===== config.mk =====
export PLATFORM = sky130hd
export DESIGN_NAME = udp_dram_axi_writer
export DESIGN_NICKNAME = d
export VERILOG_FILES = /design/src/rtl/udp_dram_pkg.sv /design/src/rtl/axi_boundary_split.sv /design/src/rtl/udp_dram_axi_writer.sv
export SDC_FILE = /design/constraint.sdc
export NUM_CORES = 1
export LEC_CHECK = 0
export BUFFER_PORTS_ARGS = -buffer_cell sky130_fd_sc_hd__clkbuf_2
export CORE_ASPECT_RATIO = 0.9
export CORE_MARGIN = 4
export CORE_UTILIZATION = 35
export DETAILED_ROUTE_END_ITERATION = 10
export PLACE_DENSITY = 0.57
export SETUP_SLACK_MARGIN = 0.1
export SYNTH_ARGS = -nofsm -noshare
export SYNTH_HDL_FRONTEND = slang
export SYNTH_HIERARCHICAL = 1
export SYNTH_SLANG_ARGS = --single-unit

===== constraint.sdc =====
create_clock -name clk -period 3.81 [get_ports clk]
set_clock_uncertainty 0.05 [all_clocks]
set_input_delay 0.381 -clock clk [delete_from_list [all_inputs] [get_ports clk]]
set_output_delay 0.381 -clock clk [all_outputs]
set_load 0.02 [all_outputs]

===== src/rtl/udp_dram_pkg.sv =====
// Shared definitions for the UDP receiver DRAM writer: descriptor layout,
// AXI4 constants and the writer FSM encoding.
package udp_dram_pkg;

    // Descriptor layout in the control FIFO word
    localparam int unsigned LEN_MSB  = 39;
    localparam int unsigned LEN_LSB  = 32;
    localparam int unsigned ADDR_MSB = 31;

    // AXI4 constants
    localparam logic [2:0] SIZE_4B    = 3'b010;
    localparam logic [1:0] BURST_INCR = 2'b01;
    localparam logic [1:0] RESP_OKAY  = 2'b00;

    typedef enum logic [1:0] {
        S_IDLE,
        S_LOAD,
        S_AW,
        S_W
    } state_e;

endpackage


===== src/rtl/axi_boundary_split.sv =====
// Combinational burst sizing: clamps the remaining word count so that a burst
// never crosses a 4 KB address boundary.
module axi_boundary_split (
    input  logic [11:0] addr_lo,
    input  logic [8:0]  rem,
    output logic [8:0]  beats
);

    logic [12:0] words;

    // Words left before the next 4 KB boundary, then take the smaller count
    always_comb begin
        words = (13'h1000 - {1'b0, addr_lo}) >> 2;
        if (words < {4'b0000, rem}) begin
            beats = words[8:0];
        end else begin
            beats = rem;
        end
    end

endmodule


===== src/rtl/udp_dram_axi_writer.sv =====
// Drains the receiver's descriptor and data FIFOs into AXI4 write bursts,
// splitting at 4 KB boundaries and tracking outstanding write responses.
module udp_dram_axi_writer
    import udp_dram_pkg::*;
#(
    parameter logic [31:0] BASE_ADDR       = 32'h0000_0000,
    parameter int unsigned MAX_OUTSTANDING = 4
) (
    input  logic        clk,
    input  logic        rst,
    input  logic [39:0] ctrl_dout,
    input  logic        ctrl_empty,
    output logic        ctrl_re,
    input  logic [35:0] data_dout,
    input  logic        data_empty,
    output logic        data_re,
    output logic [31:0] m_axi_awaddr,
    output logic [7:0]  m_axi_awlen,
    output logic [2:0]  m_axi_awsize,
    output logic [1:0]  m_axi_awburst,
    output logic        m_axi_awvalid,
    input  logic        m_axi_awready,
    output logic [31:0] m_axi_wdata,
    output logic [3:0]  m_axi_wstrb,
    output logic        m_axi_wlast,
    output logic        m_axi_wvalid,
    input  logic        m_axi_wready,
    input  logic [1:0]  m_axi_bresp,
    input  logic        m_axi_bvalid,
    output logic        m_axi_bready,
    output logic        busy,
    output logic        err,
    output logic [15:0] burst_done_cnt
);

    // Five bits so a split second burst issued at the limit cannot wrap
    localparam logic [4:0] MaxOut = 5'(MAX_OUTSTANDING);

    state_e      state_q;
    logic [31:0] addr_q;
    logic [7:0]  rem_q;
    logic [8:0]  beats_q;
    logic [7:0]  beat_q;
    logic [4:0]  outstanding_q;
    logic        err_q;
    logic [15:0] cnt_q;

    logic [8:0]  beats_calc;
    logic [7:0]  last_idx;
    logic        can_issue;
    logic        aw_hs;
    logic        w_hs;
    logic        b_hs;

    axi_boundary_split u_split (
        .addr_lo (addr_q[11:0]),
        .rem     ({1'b0, rem_q}),
        .beats   (beats_calc)
    );

    assign last_idx  = 8'(beats_q - 9'd1);
    assign can_issue = (outstanding_q < MaxOut);

    assign ctrl_re       = (state_q == S_IDLE) && !ctrl_empty && can_issue;
    assign m_axi_awvalid = (state_q == S_AW);
    assign m_axi_awaddr  = addr_q;
    assign m_axi_awlen   = last_idx;
    assign m_axi_awsize  = SIZE_4B;
    assign m_axi_awburst = BURST_INCR;
    assign m_axi_wvalid  = (state_q == S_W) && !data_empty;
    assign m_axi_wdata   = data_dout[31:0];
    assign m_axi_wstrb   = data_dout[35:32];
    assign m_axi_wlast   = (state_q == S_W) && (beat_q == last_idx);
    assign data_re       = m_axi_wvalid && m_axi_wready;
    assign m_axi_bready  = 1'b1;

    assign aw_hs = m_axi_awvalid && m_axi_awready;
    assign w_hs  = m_axi_wvalid && m_axi_wready;
    assign b_hs  = m_axi_bvalid;

    assign busy           = (state_q != S_IDLE) || (outstanding_q != 5'd0);
    assign err            = err_q;
    assign burst_done_cnt = cnt_q;

    // Burst sequencer: descriptor pop, size, address phase, data phase
    always_ff @(posedge clk or posedge rst) begin
        if (rst) begin
            state_q <= S_IDLE;
            addr_q  <= '0;
            rem_q   <= '0;
            beats_q <= '0;
            beat_q  <= '0;
        end else begin
            case (state_q)
                S_IDLE: begin
                    if (ctrl_re) begin
                        addr_q <= ctrl_dout[ADDR_MSB:0] + BASE_ADDR;
                        rem_q  <= ctrl_dout[LEN_MSB:LEN_LSB];
                        // Zero-length descriptors are dropped without a burst
                        if (ctrl_dout[LEN_MSB:LEN_LSB] != 8'd0) begin
                            state_q <= S_LOAD;
                        end
                    end
                end
                S_LOAD: begin
                    beats_q <= beats_calc;
                    beat_q  <= '0;
                    state_q <= S_AW;
                end
                S_AW: begin
                    if (m_axi_awready) begin
                        state_q <= S_W;
                    end
                end
                S_W: begin
                    if (w_hs) begin
                        if (m_axi_wlast) begin
                            addr_q  <= addr_q + {21'b0, beats_q, 2'b00};
                            rem_q   <= rem_q - beats_q[7:0];
                            beat_q  <= '0;
                            state_q <= (rem_q != beats_q[7:0]) ? S_LOAD : S_IDLE;
                        end else begin
                            beat_q <= beat_q + 8'd1;
                        end
                    end
                end
                default: state_q <= S_IDLE;
            endcase
        end
    end

    // Outstanding-response tracking; simultaneous AW and B cancel out
    always_ff @(posedge clk or posedge rst) begin
        if (rst) begin
            outstanding_q <= '0;
        end else begin
            case ({aw_hs, b_hs})
                2'b10:   outstanding_q <= outstanding_q + 5'd1;
                2'b01:   if (outstanding_q != 5'd0) outstanding_q <= outstanding_q - 5'd1;
                default: outstanding_q <= outstanding_q;
            endcase
        end
    end

    // Completion counter and sticky error flag from the B channel
    always_ff @(posedge clk or posedge rst) begin
        if (rst) begin
            cnt_q <= '0;
            err_q <= 1'b0;
        end else if (b_hs) begin
            cnt_q <= cnt_q + 16'd1;
            if (m_axi_bresp != RESP_OKAY) begin
                err_q <= 1'b1;
            end
        end
    end

endmodule


== Word-level counts from Yosys, hierarchy flattened ==
Index checks and enable logic that the tools add are counted.

* Output and inout port bits: 105
* Logic and storage cells: 74
* Bits in registers: 81
* Input port bits: 85

* Reductions and logical operators: 22
* Multiplexer cells: 21
* Add/subtract/negate cells: 8
* Order comparisons: 2
* Eq/ne operators: 13

{| class="wikitable"
|+ Operators by type and width
! operator !! number
|-
| $mux W32 || 3
|-
| $pmux W32 S2 || 1
|-
| $mux W8 || 5
|-
| $add A32 B11 Y32 || 1
|-
| $pmux W8 S2 || 2
|-
| $add A16 B1 Y16 const B || 1
|-
| $sub A13 B12 Y13 const A || 1
|-
| $lt A11 B8 Y1 || 1
|-
| $mux W2 || 5
|-
| $pmux W5 S2 || 1
|-
| $reduce_bool A2 Y1 || 5
|-
| $mux W9 || 1
|-
| $add A8 B1 Y8 const B || 1
|-
| $eq A8 B8 Y1 || 1
|-
| $ne A2 B2 Y1 const B || 4
|-
| $ne A8 B8 Y1 || 1
|-
| $pmux W2 S4 || 1
|-
| $reduce_bool A8 Y1 || 1
|-
| $sub A8 B1 Y8 const B || 1
|-
| $sub A8 B8 Y8 || 1
|-
| $eq A2 B2 Y1 const B || 3
|-
| $logic_and A1 B1 Y1 || 6
|-
| $reduce_and A2 Y1 || 3
|-
| $add A5 B1 Y5 const B || 1
|-
| 12 further kinds || 15
|}

== Logic depth before layout (Yosys ltp) ==
Gate-level depths: netlist of run 1.

* Word-level depth: 6
* Depth in mapped cells: 12
* Gate-level depth less buffers: 12

== Modules after synthesis ==
The synthesis of run 1 kept the hierarchy.

{| class="wikitable"
|+ Modules (own cells, without submodules)
! module !! instances !! cells each !! area each (um^2) !! seq. area each (um^2)
|-
| udp_dram_axi_writer || 1 || 628 || 5560.3 || 2026.9
|-
| axi_boundary_split || 1 || 66 || 556.8 || 0.0
|}

== Least setup slack after synthesis of run 1 ==
OpenSTA, ideal clock, no wires.

* Path kind: register to register
* From: reg addr_q[3] (netlist: m_axi_awaddr[3])
* To: reg beats_q[1]
* Data required time: 3.625 ns
* Cell stages (with the launch flop): 12
* Period minus slack after synthesis: 3.042 ns
* Arrival: 2.856 ns
* Slack: 0.768 ns
* Cell sequence: dfrtp_1 -> nor4_4 -> nand2_1 -> or2_0 -> xor2_1 -> ha_1 -> nand3_1 -> o41ai_4 -> nor2_8 -> mux2_4 -> nand2_1 -> o21ai_0

* Cells in the longest elaborated chain, start to end: 3

{| class="wikitable"
|+ RTL lines
! item !! line !! text
|-
| start, declared || udp_dram_axi_writer.sv:40 || <nowiki>logic [31:0] addr_q;</nowiki>
|-
| start signal, assigned || udp_dram_axi_writer.sv:97 || <nowiki>addr_q <= ctrl_dout[ADDR_MSB:0] + BASE_ADDR;</nowiki>
|-
| start signal, assigned || udp_dram_axi_writer.sv:118 || <nowiki>addr_q <= addr_q + {21'b0, beats_q, 2'b00};</nowiki>
|-
| $sub A13 B12 Y13 * || axi_boundary_split.sv:13 || <nowiki>words = (13'h1000 - {1'b0, addr_lo}) >> 2;</nowiki>
|-
| $lt A11 B8 Y1 || axi_boundary_split.sv:14 || <nowiki>if (words < {4'b0000, rem}) begin</nowiki>
|-
| $mux W9 * || axi_boundary_split.sv:14 ||
|-
| via beats_calc[1] || udp_dram_axi_writer.sv:48 || <nowiki>logic [8:0] beats_calc;</nowiki>
|-
| end signal, assigned || udp_dram_axi_writer.sv:106 || <nowiki>beats_q <= beats_calc;</nowiki>
|-
| end, declared || udp_dram_axi_writer.sv:42 || <nowiki>logic [8:0] beats_q;</nowiki>
|}

Mark *: on every way through the listed nets, which the timed path passes. The rest lies on a longest branch.
A chain may end at the register's enable or synchronous reset.

== Final worst setup path of run 1 ==
* From: reg beats_q[1]
* To: out m_axi_wlast

* Cells in the longest elaborated chain, start to end: 3

{| class="wikitable"
|+ RTL lines
! item !! line !! text
|-
| $sub A8 B1 Y8 || udp_dram_axi_writer.sv:61 || <nowiki>assign last_idx = 8'(beats_q - 9'd1);</nowiki>
|-
| $eq A8 B8 Y1 || udp_dram_axi_writer.sv:73 || <nowiki>assign m_axi_wlast = (state_q == S_W) && (beat_q == last_idx);</nowiki>
|-
| $logic_and A1 B1 Y1 || udp_dram_axi_writer.sv:73 ||
|-
| end, declared || udp_dram_axi_writer.sv:25 || <nowiki>output logic m_axi_wlast,</nowiki>
|}

Every way passes these cells.

==> impl_results.md, run 1 <==
- Outcome: completed
- Top Family by Delay on Critical Path: simple AND/OR/NAND/NOR gates
- Sw frac: 49.8%
- Max Root-Sink Buffers: 2
- Area after DPL: 0.00667 sq mm
- Worst-path clk slew: 70 ps
- Core Region: 0.0170 sq mm
- Reg-to-reg slack, setup: 590 ps
- Crit Path Max Fanout: 7
- Share of total power in sequential cells: 27.0%
- Register area: 0.00203 sq mm
- Largest net degree at the start of global routing: 60
- Avg Cell Area, Syn: 8.81 sq um
- Nets: 892
- Clock insertion delay at the later pin of the skew report: ~350 ps
- Final hold vios: 0
- Maximum clock frequency: 0.309 GHz
- H-tree depth: 3
- Netlist cell types: 75
- Layout cells sized above 1: between 20% and 30%
- FFs w/ async S/R, synth: 100%
- Number of global-route vias before repair: 4937
- Comb power frac: 59.6%
- Die W: 147 um
- RSZ-0062 raised after global routing: no
- Fill cells: 1730
- CP Launch Type: register
- Post-layout minimum cycle time: 3230 ps
- Netlist Area Pre-Place: 0.00612 sq mm
- CTS tree: yes
- CP arrival: 2800 ps
- Count of flip-flops with a built-in enable after synthesis: 0
- DRC: 0
- DRT Pass-1 Iters: 5
- Dominant synthesized flop cell: dfrtp_1
- Die height: between 100 and 150 um
- Slew margin rel.: 47.3%
- Routed Antenna Nets: 0
- Vias post-DR: 5162
- CTS Root Cell: clkbuf_16
- Fin crit share: 84.9%
- Crit-path cells: inv_1, ha_1, nor3b_2, xnor2_1, a2111oi_4, nand2_1, nor3_1, clkbuf_2
- Power Density: 921 mW/mm^2
- First-pass GRT wire length: 27.3 mm
- Final GP Congestion: 0.876
- Clock power share: 13.4%
- Total negative setup slack: 0 ps
- CTS Sinks: 81
- Seq/Total Area, Yosys: 33.1%
- CP peak stage delay: 500 ps
- Worst-case vdd ir drop: approximately 340 uV
- Die area: 0.0197 sq mm
- Worst slew pin tran: 784 ps
- Antenna violations before repair: 1
- Yosys Warn Count: 6
- Req. time, crit path: 3380 ps
- Setup crit end kind: output port
- Port bufs: 111
- N_diodes: 0
- Starting DRT DRC Count: slightly above 400
- Cts hold-fix bufs: 0
- Slowest-stage cell, CP: dfrtp_1
- Wire length per cell: 16.8 um
- Post-DP HPWL: 13.1 mm
- Net Switching: around 0.0032 W
- WL final: between 15 and 20 mm
- # IOs: 190
- Leakage Power: 3.23 nW
- Fin area: between 0.006 and 0.007 sq mm
- Max capacitance violation total: 0
- Row count: 45
- Area of the multi-input gates: 0.00356 sq mm
- TritonCTS Buffers: 9
- Area grow syn2layout: 13.7%
- Total GRT Usage: 17.4%
- CP Class: reg -> out
- Initial Utilization: 36.0%
- Final slew viol count: 0
- Cell Int Power: 0.00321 W
- Post-CTS Setup Bufs: 0
- Post-Syn Instances: 694
- Vias/cell: a little over 5
- Grt total ovfl: 0
- HP Class: in -> async
- Worst path bufs/invs: 2
- CTS resizes: 0
- Synth Register Bits: 81
- Setup-failing EPs final: 0
## state kept, by name (all words and copies together) (netlist names)
| name | count |
|---|---|
| beat_q | 8 |
| m_axi_awaddr | 32 |
| err | 1 |
| outstanding_q | 5 |
| burst_done_cnt | 16 |
| beats_q | 9 |
| rem_q | 8 |
| state_q | 2 |
## per-stage QoR
stage	hold slack [ps]	std cells	setup slack, ps	power, W	utilization [%]
global placement	401	993	651	0.00554	39.2
detailed placement	409	993	595	0.00554	39.2
global route	158	1009	325	0.00695	40.9
CTS	102	1009	578	0.00644	40.9
finish	80.9	1009	575	0.00640	40.9
floorplan	412	700	768	0.00450	-
## logic make-up after synthesis
group / Yosys count / share of synthesized area (%)
other: 2 / 0.123
buffers and inverters: 100 / 9.00
DFF: 81 / 33.1
muxes: 22 / 4.23
adders and majority gates: 38 / 8.14
and+or+nand+nor: 224 / 18.5
xor gates and xnor gates: 51 / 7.53
AOI/OAI and AO/OA: 176 / 19.3
## cells in the final DEF (no fill, tap or decap), drive strengths merged, types with 4 or more instances in the layout
master,netlist,layout
and3,10,10
nor4,6,6
inv,38,41
xor2,17,17
o2bb2a,4,4
and2,8,8
a21o,14,14
nand4,10,10
clkbuf,13,120
a211oi,10,10
xnor2,33,33
ha,35,35
nand3,17,17
a21boi,5,5
mux2i,9,9
nand2,65,65
nor2,57,57
o22ai,10,10
buf,49,9
mux2,13,13
a21oi,56,56
dfrtp,81,81
nor2b,9,9
o21ai,37,37
a22o,5,5
conb,2,8
nor3,19,19
nand2b,5,5
or3,5,5
## power groups by stage
stage | combinational [W] | clock, W | sequential [W]
final | 0.00382 | 0.000857 | 0.00173
after global routing | 0.00424 | 0.000916 | 0.00179
after CTS | 0.00383 | 0.000885 | 0.00172
after detailed placement | 0.00381 | 0 | 0.00173
after global placement | 0.00380 | 0 | 0.00174
after floorplan | 0.00273 | 0 | 0.00178
## routing by layer
layer | track usage [%] | wire (um) | up-vias
met3 | 3.81 | 961 | 22
met2 | 24.9 | 7130 | 144
met4 | 5.80 | 262 | 2
met5 | 0 | 13 | -
li1 | - | - | 2567
met1 | 25.7 | 8570 | 2427
## layout make-up
| class | count | area share (%) |
|---|---|---|
| multi-input combinational | 519 | 51.3 |
| sequential | 81 | 29.2 |
| timing repair buffer | 120 | 9.14 |
| tap | 235 | 4.23 |
| clock buffer | 9 | 3.24 |
| inverter | 38 | 2.07 |
| clock inverter | 7 | 0.900 |
## final timing paths
check	from	end	cells after the start
max	beats_q[1]$_DFFE_PP0P_	m_axi_wlast	8
min	rst	burst_done_cnt[4]$_DFFE_PP0P_	2
max reg2reg	m_axi_awaddr[3]$_DFFE_PP0P_	beats_q[5]$_DFFE_PP0P_	12
min reg2reg	err$_DFFE_PP0P_	err$_DFFE_PP0P_	1
max in group asynchronous	rst	m_axi_awaddr[1]$_DFFE_PP0P_	3
min in group clk	ctrl_dout[0]	m_axi_awaddr[0]$_DFFE_PP0P_	3
## synth_stat cells, drive strengths merged (3+ instances only)
master	count	area share [%]
and4	3	0.43
a21o	14	1.7
nand2	65	4.1
or3	5	0.59
a2111oi	3	0.74
inv	38	2.3
a22o	5	0.72
fa	3	0.98
and3	10	1.0
mux2i	9	1.5
dfrtp	81	33
o32ai	3	0.43
mux2	13	2.8
buf	49	5.9
a21oi	56	4.8
xnor2	33	4.7
a21boi	5	0.61
and2	8	0.84
a211oi	10	1.2
nand3	17	1.4
o211ai	3	0.37
xor2	17	2.4
o22ai	10	1.0
ha	35	7.2
o2bb2a	4	0.65
nand4	10	1.0
or2	3	0.31
nor2b	9	0.92
nor4	6	1.1
clkbuf	13	0.80
a31oi	3	0.31
a311oi	3	0.43
o21ai	37	3.1
nor3b	3	0.45
nor2	57	3.8
nor3	19	1.6
nand2b	5	0.51
No activity file was read; power rests on OpenSTA's default activity.
==> inputs of run 2 (changes only) <==
==> constraint.sdc (replaced) <==
create_clock -name clk -period 3 [get_ports clk]
set_clock_uncertainty 0.05 [all_clocks]
set_input_delay 0.3 -clock clk [delete_from_list [all_inputs] [get_ports clk]]
set_output_delay 0.3 -clock clk [all_outputs]
set_load 0.02 [all_outputs]
==> run 2 against run 1 <==
  * The run now ends with negative setup slack left
  * Cell area grew 6.3%
  * Setup slack worse by 610 ps
  * Sequential power increased by 21%
  * Die area stayed put
  * Register-to-register slack worse by 630 ps
  * Via count up 4.3%
  * Utilization grew 2.6 points
  * Cell count rose by 3.3%
  * Flip-flop and latch count unchanged
==> impl_results.md, run 2 (same netlist as run 1, synthesis figures left out) <==
- Area grow syn2layout: 20.8%
- Maximum clock frequency: approximately 0.33 GHz
- Clock insertion delay at the later pin of the skew report: 350 ps (about the same)
- TritonCTS Buffers: 9 (unchanged)
- Reg-to-reg slack, setup: -40 ps (-630 ps)
- Final hold vios: 0 (unchanged)
- Net Switching: 0.00426 W (+34%)
- CTS tree: yes
- Setup WS post-layout: -39.9 ps (-615 ps)
- DR WL met3: 1.04 mm (+7.9%)
- Post-DP HPWL: 13.3 mm (+1.9%)
- Worst slew pin tran: 922 ps (+139 ps)
- Post-layout minimum cycle time: 3040 ps
- Fin crit share: 101%
- WL final: 17.7 mm (+4.4%)
- RSZ-0062 raised after global routing: yes
- Grt total ovfl: 0 (unchanged)
- Final GP Congestion: 0.874 (-0.30%)
- Leading cell types in the layout, fill and taps excluded: clkbuf_2 (110), dfrtp_1 (78), nand2_1 (58)
- Number of global-route vias before repair: 5185 (+5.0%)
- Wire length on met1: 8.56 mm (-0.12%)
- Final slew viol count: 0 (unchanged)
- Total GRT Usage: 17.9% (+0.52 points)
- Setup-failing EPs final: 7 (+7)
- Die area: 0.0197 sq mm (unchanged)
- Largest net degree at the start of global routing: 59 (-1.7%)
- Layout cells sized above 1: 28.0% (+6.6 points)
- Slowest-stage cell, CP: dfrtp_2
- First-pass GRT wire length: 28.2 mm (+3.3%)
- RR Startpoint: m_axi_awaddr[3]$_DFFE_PP0P_
- Setup crit end kind: register
- Die W: 147 um (unchanged)
- Met2 wire len: 7.70 mm (+8.0%)
- Share of total power in sequential cells: 23.7% (-3.3 points)
- CTS Sinks: 81 (unchanged)
- Commonest non-fill, non-tap cell in the layout: clkbuf_2
- HP Class: in -> async
- R2R cell count: 12 (unchanged)
- Critical R2R Capture: beats_q[2]$_DFFE_PP0P_
- Worst-case vdd ir drop: 551 uV (+62%)
- Die height: 133 um (unchanged)
- Clock power share: 13.4% (about the same)
- Tot Pwr: 0.00888 W (+39%)
- Power Density: 1200 mW/mm^2 (+31%)
- Antenna violations before repair: 1 (unchanged)
- # IOs: 190 (unchanged)
- Routed Antenna Nets: 0 (unchanged)
- Vias/cell: 5.17 (+1.0%)
- Starting DRT DRC Count: 362 (-13%)
- DRC: 0 (unchanged)
- Comb power frac: 62.9% (+3.3 points)
- CP arrival: 3220 ps (+420 ps)
- Wire length per cell: 17.0 um (+1.1%)
- Max capacitance violation total: 0 (unchanged)
- Cell Int Power: 0.00462 W (+44%)
- DRT Pass-1 Iters: 5 (unchanged)
- Register area: 0.00203 sq mm (+0.19%)
- Nets: 926 (+3.8%)
- CP Class: reg -> reg
- WHS: 8.02 ps (-72.9 ps)
- CP Launch Type: register
- Vias post-DR: 5384 (+4.3%)
- Req. time, crit path: 3180 ps (-200 ps)
- CTS Root Cell: clkbuf_16
- Area of the multi-input gates: 0.00371 sq mm (+4.0%)
- Cts hold-fix bufs: 0 (unchanged)
- N_diodes: 0 (unchanged)
- Largest register FFs: 32 (unchanged)
- Sw frac: 48.0% (-1.8 points)
- Total negative setup slack: -160 ps (-160 ps)
- Crit-path cells: nor4_4, nand2_1, or2_1, xor2_1, ha_1, nand3_2, o41ai_4, buf_4, nor2_8, mux2_4, nand2_2, o21ai_1
- Failing checks: negative setup slack
- Max Root-Sink Buffers: 2 (unchanged)
- Fill cells: 1738 (+0.46%)
- Core Region: 0.0170 sq mm (unchanged)
- Initial Utilization: 36.0% (unchanged)
- Row count: 45 (unchanged)
- Crit Path Max Fanout: 8 (+1)
- CP peak stage delay: 420 ps (-80 ps)
- Leakage Power: 3.44 nW (+6.5%)
- H-tree depth: 3 (unchanged)
- Slew margin rel.: 38.5% (-8.8 points)
- Port bufs: 111 (unchanged)
- Uppermost layer routed: met5
- Worst-path clk slew: 60 ps (about the same)
- Outcome: finished, violations left
[run 2: cell types whose count changed in the layout (fill, tap and decap cells not counted), moves of 5 or more]
| cell | change |
|---|---|
| nand2_1 | -5 |
| buf_4 | +32 |
| o21ai_1 | +5 |
| nand2_2 | +5 |
| o21ai_0 | -6 |
[run 2: cell type report]
| class | count | share of cell area, % |
|---|---|---|
| Clock buffer | 9 | 3.05 |
| Clock inverter | 6 | 1.13 |
| Inverter | 38 | 1.95 |
| Multi-Input combinational cell | 519 | 50.1 |
| Sequential cell | 81 | 27.5 |
| Tap cell | 235 | 3.98 |
| Timing Repair Buffer | 154 | 12.3 |
[run 2: worst max path at each step]
stage                     slack, ps                         from  cells past startpoint                endpoint
after floorplan                  90  m_axi_awaddr[3]$_DFFE_PP0P_                     12  beats_q[1]$_DFFE_PP0P_
after global placement           70  m_axi_awaddr[1]$_DFFE_PP0P_                     11  beats_q[8]$_DFFE_PP0P_
after detailed placement         20  m_axi_awaddr[1]$_DFFE_PP0P_                     12  beats_q[2]$_DFFE_PP0P_
after CTS                        -1  m_axi_awaddr[1]$_DFFE_PP0P_                     10  beats_q[8]$_DFFE_PP0P_
after global routing           -220  m_axi_awaddr[3]$_DFFE_PP0P_                     12  beats_q[2]$_DFFE_PP0P_
final                           -40  m_axi_awaddr[3]$_DFFE_PP0P_                     12  beats_q[2]$_DFFE_PP0P_
[run 2: metal layers]
layer | GRT usage, % | vias to the layer above
met1 | 26.1 | 2554
met5 | 0 | -
met4 | 5.33 | 2
met3 | 4.25 | 49
met2 | 26.3 | 155
li1 | - | 2624
[run 2: worst max-delay path, delay by kind of cell (launching register included)]
kind                       cells  cell delay, ps
AOI/OAI and AO/OA              2             410
xor gates and xnor gates       1             180
adders and majority gates      1             320
buffers and inverters          1             210
DFF                            1             420
muxes                          1             310
and+or+nand+nor                6            1030
[run 2: power by group through the flow]
stage | registers, W | clock network (W) | logic, W
global placement | 0.00209 | 0 | 0.00521
global route | 0.00218 | 0.00126 | 0.00617
floorplan | 0.00226 | 0 | 0.00355
finish | 0.00210 | 0.00119 | 0.00559
CTS | 0.00208 | 0.00123 | 0.00542
detailed placement | 0.00209 | 0 | 0.00524
[run 2: timing repair]
| item | 4_1_cts | 5_1_grt |
|---|---|---|
| setup endpoints to repair | 10 | 35 |
| setup buffers | 7 | 3 |
| resized for setup | 4 | 25 |
| cloned | 0 | 0 |
| pin swaps | 1 | 16 |
[run 2: metrics by stage]
stage	std cells	util [%]	instance area, sq um	setup WS [ps]
global placement	1017	40.5	6890	74.3
CTS	1039	42.8	7280	-1.05
floorplan	700	-	6180	88.4
global route	1042	43.5	7390	-221
detailed placement	1017	40.5	6890	15.1
finish	1042	43.5	7390	-39.9
